==> src/rtl/imm_gen_pipe.sv <==
// Registered, handshaked RV32I/Zicsr immediate generator with a 2-entry elastic
// buffer (output register + skid register); extension happens before the registers.
module imm_gen_pipe #(
  parameter int WIDTH = 32,
  parameter int TAG_W = 5
) (
  input  logic             clk,
  input  logic             rst_n,
  input  logic             in_valid,
  output logic             in_ready,
  input  logic [2:0]       imm_src,
  input  logic [31:0]      ins,
  input  logic [TAG_W-1:0] in_tag,
  output logic             out_valid,
  input  logic             out_ready,
  output logic [WIDTH-1:0] imm_op,
  output logic [TAG_W-1:0] out_tag,
  output logic             out_err,
  output logic [1:0]       busy_cnt
);

  localparam logic [2:0] SRC_I = 3'd0;
  localparam logic [2:0] SRC_S = 3'd1;
  localparam logic [2:0] SRC_R = 3'd2;
  localparam logic [2:0] SRC_B = 3'd3;
  localparam logic [2:0] SRC_U = 3'd4;
  localparam logic [2:0] SRC_J = 3'd5;
  localparam logic [2:0] SRC_Z = 3'd6;

  // State encoding doubles as the held-item count.
  localparam logic [1:0] ST_EMPTY = 2'd0;
  localparam logic [1:0] ST_ONE   = 2'd1;
  localparam logic [1:0] ST_FULL  = 2'd2;

  logic [WIDTH-1:0] ext_imm;
  logic             ext_err;

  // The opcode field never contributes to any immediate.
  logic unused_opcode;
  assign unused_opcode = ^ins[6:0];

  // NOTE: every output of a combinational block gets a default first, so no path leaves it unassigned and no latch is inferred.
  always_comb begin
    ext_imm = '0;
    ext_err = 1'b0;
    case (imm_src)
      SRC_I: ext_imm = {{(WIDTH-12){ins[31]}}, ins[31:20]};
      SRC_S: ext_imm = {{(WIDTH-12){ins[31]}}, ins[31:25], ins[11:7]};
      SRC_R: ext_imm = '0;
      SRC_B: ext_imm = {{(WIDTH-13){ins[31]}}, ins[31], ins[7], ins[30:25], ins[11:8], 1'b0};
      SRC_U: ext_imm = {{(WIDTH-31){ins[31]}}, ins[30:12], 12'h000};
      SRC_J: ext_imm = {{(WIDTH-21){ins[31]}}, ins[31], ins[19:12], ins[20], ins[30:21], 1'b0};
      SRC_Z: ext_imm = {{(WIDTH-5){1'b0}}, ins[19:15]};
      default: ext_err = 1'b1;
    endcase
  end

  logic [1:0]       state_q, state_d;
  logic [WIDTH-1:0] out_imm_q, out_imm_d, skid_imm_q, skid_imm_d;
  logic [TAG_W-1:0] out_tag_q, out_tag_d, skid_tag_q, skid_tag_d;
  logic             out_err_q, out_err_d, skid_err_q, skid_err_d;

  // in_ready depends only on registered state, so out_ready never reaches it.
  assign in_ready  = (state_q != ST_FULL);
  assign out_valid = (state_q == ST_ONE) || (state_q == ST_FULL);
  assign busy_cnt  = state_q;
  assign imm_op    = out_imm_q;
  assign out_tag   = out_tag_q;
  assign out_err   = out_err_q;

  always_comb begin
    state_d    = state_q;
    out_imm_d  = out_imm_q;
    out_tag_d  = out_tag_q;
    out_err_d  = out_err_q;
    skid_imm_d = skid_imm_q;
    skid_tag_d = skid_tag_q;
    skid_err_d = skid_err_q;
    case (state_q)
      ST_EMPTY: begin
        if (in_valid) begin
          out_imm_d = ext_imm;
          out_tag_d = in_tag;
          out_err_d = ext_err;
          state_d   = ST_ONE;
        end
      end
      ST_ONE: begin
        if (in_valid && out_ready) begin
          out_imm_d = ext_imm;
          out_tag_d = in_tag;
          out_err_d = ext_err;
        end else if (in_valid) begin
          skid_imm_d = ext_imm;
          skid_tag_d = in_tag;
          skid_err_d = ext_err;
          state_d    = ST_FULL;
        end else if (out_ready) begin
          state_d = ST_EMPTY;
        end
      end
      ST_FULL: begin
        if (out_ready) begin
          out_imm_d = skid_imm_q;
          out_tag_d = skid_tag_q;
          out_err_d = skid_err_q;
          state_d   = ST_ONE;
        end
      end
      default: state_d = ST_EMPTY;
    endcase
  end

  // NOTE: clocked state uses non-blocking assignments so every register samples pre-edge values regardless of block order.
  always_ff @(posedge clk or negedge rst_n) begin
    if (!rst_n) begin
      state_q    <= ST_EMPTY;
      out_imm_q  <= '0;
      out_tag_q  <= '0;
      out_err_q  <= 1'b0;
      skid_imm_q <= '0;
      skid_tag_q <= '0;
      skid_err_q <= 1'b0;
    end else begin
      state_q    <= state_d;
      out_imm_q  <= out_imm_d;
      out_tag_q  <= out_tag_d;
      out_err_q  <= out_err_d;
      skid_imm_q <= skid_imm_d;
      skid_tag_q <= skid_tag_d;
      skid_err_q <= skid_err_d;
    end
  end

endmodule

==> config.mk <==
export PLATFORM = sky130hd
export DESIGN_NAME = imm_gen_pipe
export DESIGN_NICKNAME = d
export VERILOG_FILES = /design/src/rtl/imm_gen_pipe.sv
export SDC_FILE = /design/constraint.sdc
export NUM_CORES = 1
export LEC_CHECK = 0
export ABC_AREA = 1
export BUFFER_PORTS_ARGS = -buffer_cell sky130_fd_sc_hd__buf_4
export CAP_MARGIN = 20
export CELL_PAD_IN_SITES_DETAIL_PLACEMENT = 0
export CELL_PAD_IN_SITES_GLOBAL_PLACEMENT = 1
export CORE_ASPECT_RATIO = 0.8
export CORE_MARGIN = 3
export CORE_UTILIZATION = 35
export DETAILED_ROUTE_END_ITERATION = 8
export GPL_TIMING_DRIVEN = 0
export PLACE_DENSITY_LB_ADDON = 0.1
export SLEW_MARGIN = 20
export SYNTH_ARGS = -nofsm -noshare
export SYNTH_HDL_FRONTEND = slang
export SYNTH_SLANG_ARGS = --single-unit
==> constraint.sdc <==
create_clock -name clk -period 1.43 [get_ports clk]
set_input_delay 0.286 -clock clk [delete_from_list [all_inputs] [get_ports clk]]
set_output_delay 0.286 -clock clk [all_outputs]
set_load 0.1 [all_outputs]
# ---- Word-level counts from Yosys, hierarchy flattened
# Index checks and enable logic that the tools add are counted.
dict set report op_classes {
  add_sub_neg 0
  n_mul 0
  div 0
  magnitude_cmp 0
  eq_ne 14
  n_shift 0
  muxes 20
  bitwise_logic 1
  n_reduce_logical 9
}
# op count
set op_table {}
lappend op_table {{$pmux 32 s6} 1}
lappend op_table {{$mux 32} 3}
lappend op_table {{$pmux 32 s3} 1}
lappend op_table {{$mux 5} 3}
lappend op_table {{$pmux 5 s3} 1}
lappend op_table {{$mux 2} 5}
lappend op_table {{$eq 3x3->1 const B} 3}
lappend op_table {{$ne 2x2->1 const B} 4}
lappend op_table {{$reduce_and 4->1} 2}
lappend op_table {{$reduce_or 7->1} 1}
lappend op_table {{$eq 3x2->1 const B} 2}
lappend op_table {{$pmux 2 s3} 1}
lappend op_table {{$mux 1} 4}
lappend op_table {{$eq 3x1->1 const B} 1}
lappend op_table {{$logic_not 3->1} 1}
lappend op_table {{$ne 3x3->1 const B} 1}
lappend op_table {{$pmux 1 s3} 1}
lappend op_table {{$reduce_and 3->1} 1}
lappend op_table {{$reduce_bool 3->1} 1}
lappend op_table {{$eq 2x1->1 const B} 1}
lappend op_table {{$eq 2x2->1 const B} 1}
lappend op_table {{$logic_not 2->1} 1}
lappend op_table {{$ne 2x1->1 const B} 1}
lappend op_table {{$logic_and 1x1->1} 1}
lappend op_table {{other kinds (2)} 2}
dict set report totals {
  register_bits 78
  latch_bits 0
  ramBits 0
  mem_bits_ro 0
  input_bits 44
  out_inout_bits 42
  word_cells 51
  n_memories 0
}

# ---- Longest topological paths before layout
dict set report depth {
  word_depth 5
  depth_mapped 10
  depth_no_buf 8
}

# ---- Worst setup path before layout
# OpenSTA, ideal clock, no wires.
dict set report synth_path {
  path_kind {reg2reg}
  start {reg state_q[0], in the netlist busy_cnt[0]}
  end {reg out_imm_q[28], in the netlist imm_op[28]}
  setup_ns 0.120
  arrival_time_ns 3.012
  required_ns 1.310
  slack_ns -1.701
  stages_incl_launch_ff 9
  n_path_buf 2
  period_less_slack_ns 3.131
  path_cell_list {dfrtp_1 -> inv_1 -> ha_1 -> inv_2 -> clkbuf_1 -> clkbuf_1 -> nand3_1 -> nand2_1 -> nand2_1}
}
dict set report synth_via {
  elab_chain_len 3
  elab_cells_between_ends 9
  classes_between {eq/ne: 5; mux: 1; reduce/logical: 3}
}
# item line_no
set synth_lines {}
lappend synth_lines {{from (decl)} 58} ;# logic [1:0] state_q, state_d;
lappend synth_lines {{from (signal assigned)} 125} ;# state_q <= state_d;
lappend synth_lines {{$eq 2x1->1 (tied with other cells)} 79} ;# case (state_q)
lappend synth_lines {{$ne 2x1->1 (no source line) (tied with other cells)} --}
lappend synth_lines {{$reduce_and 4->1 (no source line)} --}
lappend synth_lines {{to (signal assigned)} 126} ;# out_imm_q <= out_imm_d;
lappend synth_lines {{to (decl)} 59} ;# logic [WIDTH-1:0] out_imm_q, out_imm_d, skid_imm_q, skid_imm_d;
# Several ways; a longest one is shown, not always the timed one.
# A chain may end at the register's enable or synchronous reset.

# ---- Final worst setup path
dict set report layout_path {
  start {reg state_q[0], in the netlist busy_cnt[0]}
  end {out in_ready}
}
dict set report layout_via {
  elab_chain_len 1
}
# item line_no
set layout_lines {}
lappend layout_lines {{$ne 2x2->1} 64} ;# assign in_ready = (state_q != ST_FULL);
lappend layout_lines {{to (decl)} 10} ;# output logic in_ready,
# Every way passes these cells.

==> results by group <==
Routing
  • Post-DR vias/cell: a little under 5
  • Routed len/inst: between 15 and 20 µm
  • Final wirelength: ~13 mm
  • Vias: around 4000
  • Antenna violation net count after detailed routing: 0
  • Detailed Routing Iterations Pass 1: 4
  • 1st-iter DRT viols: about 320
  • DRC: 0

STA
  • Fmax achieved: about 550 MHz
  • Setup Viol. Count Final: just over 80
  • Slew @ Worst Pin: 0.746 ns
  • Period utilization: 126%
  • Final setup margin: -0.377 ns
  • Relative slew slack: about 50%
  • Fin crit period: ~1.8 ns
  • Setup Skew: 0.0111 ns
  • Slew Limit Fails: 0
  • RSZ-0062 raised after global routing: true
  • Final Hold Vio Count: 0
  • Setup Total Neg Slack: -20.49 ns

Power
  • Power Density: roughly 2800 nW/µm²
  • Clk pwr share: between 10% and 20%
  • Lkg Pwr: ~3.3 nW
  • Sw frac: between 50 and 60%
  • Net switching power figure: between 8 and 9 mW
  • Internal Power: ~8.3 mW
  • Maximum vdd drop: slightly above 2 mV
  • Combinational share of power: about 63%
  • Flop pwr share: 22.3%

Synthesis
  • Area contributors post-synth: dfrtp_1, nand2_1, nand3_1
  • Synth Instances: 559
  • Syn Std Cell Area: ~4100 µm²
  • Post-Syn Area per Cell: slightly above 7 µm²
  • Netlist cell types: 25
  • Seq/Total Area, Yosys: 48.1%
  • Area leader, netlist: dfrtp_1
  • Synthesized Nets: between 600 and 700
  • Synth top area share: 48.1%
  • #FFs+latches synth: 78
  • Synthesis Warnings: 0

Status
  • Status: complete, but fails checks
  • Violated checks: setup timing

Critical path
  • Setup Crit Path Kind: reg2out
  • Most frequent CP cell: inv_4
  • Cell count along the critical path: 6
  • CP peak stage delay: about 0.50 ns
  • Setup slack, reg-to-reg: -0.35 ns
  • CP Capture Point: in_ready
  • FF-to-FF Start: busy_cnt[1]
  • CP top delay family: buffers and inverters
  • CP arrival: ~1.5 ns
  • Worst Setup End Kind: output port
  • Worst setup SP type: flip-flop
  • Critical Path Source: busy_cnt[0]
  • Worst R2R End: imm_op[18]
  • WP buf/inv: 5
  • CP cell instances: inv_4 > ha_4 > inv_4 > buf_8 > clkbuf_16 > buf_16
  • Crit path max-delay cell type: dfrtp_4
  • R2R depth: 11
  • Critical path fanouts, max: 3
  • CP required: 1.14 ns

Place
  • Port bufs: 78
  • Detail Placement HPWL: around 8.7 mm
  • Placed insts: a little under 800
  • RD Place Congestion: around 0.84

Floorplanning
  • Core Rows: 34
  • I/O Pins: 86
  • CORE AREA: between 10000 and 15000 µm²
  • Die Span Y: just over 100 µm
  • Starting density of the core: roughly 37%
  • Die area: about 13000 µm²
  • Die X: around 130 µm

Final layout
  • Share of cells above drive strength 1: 31.4%
  • Utilization after layout: approximately 54%
  • Area delta synth->final: 46.6%
  • ANT cells: 0
  • Nets@finish: 725
  • Non-Filler Instances: around 830

CTS
  • CTS Sinks: around 80
  • Total CTS buffers: 9
  • CTS tree: done
  • Clk buf depth: 2
  • Hold_buf cts: 0
  • Root Driver: clkbuf_16
  • Clock-pin transition on the worst setup and hold timing paths: roughly 0.06 ns
  • H-tree depth: 3
  • Worst-Skew Late Latency: between 0.3 and 0.4 ns

Global routing
  • Overflow after GRT: 0
  • First-pass GRT wire length: approximately 21 mm
  • Initial antenna violation count: 0
  • Vias in the first global route: roughly 3900
  • GRT Util Overall: roughly a fifth
  • Largest net degree at the start of global routing: 79

Worst hold path
  • Hold Crit Class: in2async

Job
  • Max cap viols: 0
## worst min path at each step
stage | start | end | slack, ns | depth (start not counted)
3_5_place_dp | imm_op[25] | imm_op[25] | 0.46 | 2
4_1_cts | rst_n | imm_op[11] | 0.18 | 1
3_3_place_gp | imm_op[25] | imm_op[25] | 0.46 | 2
2_1_floorplan | rst_n | imm_op[0] | -0.01 | 0
6_report | rst_n | out_tag[1] | 0.0006 | 1
5_1_grt | rst_n | out_tag[1] | 0.06 | 1
## routing by layer
| layer | up-vias | global-route usage, % | part of all wire [%] |
|---|---|---|---|
| met1 | 1898 | 30.1 | 49 |
| met4 | 0 | 5.36 | 0.55 |
| met3 | 5 | 4.55 | 5.5 |
| li1 | 2017 | - | - |
| met2 | 95 | 30.2 | 45 |
| met5 | - | 0 | 0 |
## power groups by stage
stage          registers (mW)  logic, mW  clock network, mW
2_1_floorplan            7.17       3.40                  0
3_3_place_gp             3.74       8.66                  0
3_5_place_dp             3.78       8.70                  0
4_1_cts                  3.72       10.3               2.49
5_1_grt                  3.88       11.4               2.60
6_report                 3.77       10.7               2.46
## what timing repair did
item,4_1_cts,5_1_grt
resized for setup,53,38
gates cloned,2,3
pin swaps,7,7
setup buffers,20,6
endpoints found under the setup margin,80,82
## metrics by stage
stage	instance area [µm²]	setup WS (ns)	total power, mW	hold slack (ns)
finish	5950	-0.377	16.9	0.000552
global route	5950	-0.443	17.8	0.0556
CTS	5780	-0.380	16.5	0.179
detailed placement	4980	-0.336	12.5	0.461
global placement	4980	-0.331	12.4	0.455
floorplan	4220	-0.283	10.6	-0.00959
## worst register-to-register path, cell delays in order, from the launching register on
cell       delay [ns]
dfrtp_4          0.50
buf_6            0.15
inv_6            0.06
ha_4             0.13
inv_2            0.04
o21ai_4          0.25
nor2_4           0.10
inv_4            0.09
buf_12           0.15
clkbuf_16        0.16
nand2_1          0.04
nand2_1          0.05
## area by class of cell
cell class | count | area (µm²)
Tap cell | 144 | 180
Clock inverter | 5 | 75.1
Buffer | 32 | 385
Sequential cell | 78 | 1960
Clock buffer | 11 | 233
Multi-Input combinational cell | 415 | 2010
Fill cell | 1098 | 5150
Timing Repair Buffer | 106 | 966
Inverter | 34 | 143
## synth_stat cells, drive strengths merged
library cell,count
nand2,241
dfrtp,78
nand3,54
nor2,41
inv,28
nor3,25
clkbuf,17
o21ai,17
buf,15
nand4,9
a31oi,8
o211ai,7
or2,7
clkinv,6
ha,5
o21a,1
## cell usage in the layout (no fill, tap or decap), types with 9 or more instances in the layout
master,Yosys,final
nor3_1,25,18
nand2_2,1,24
nor2_1,39,39
o21ai_1,13,13
nand3_1,54,51
inv_1,21,17
buf_4,1,90
nand2_1,240,214
nand4_1,9,9
dfrtp_1,78,76
clkbuf_16,0,18
## registers in the layout, indices dropped and copies added (netlist names)
signal,cells
out_err,1
out_tag,5
imm_op,32
skid_imm_q,32
skid_err_q,1
skid_tag_q,5
busy_cnt,2
## cells by family after synthesis
kind of cell | Yosys count | share of synthesized area (%)
AOI/OAI and AO/OA | 33 | 4.90
adders and majority gates | 5 | 1.54
buffers and inverters | 66 | 6.87
DFF | 78 | 48.1
and+or+nand+nor | 377 | 38.6
Power figures use the tool's default switching activity.
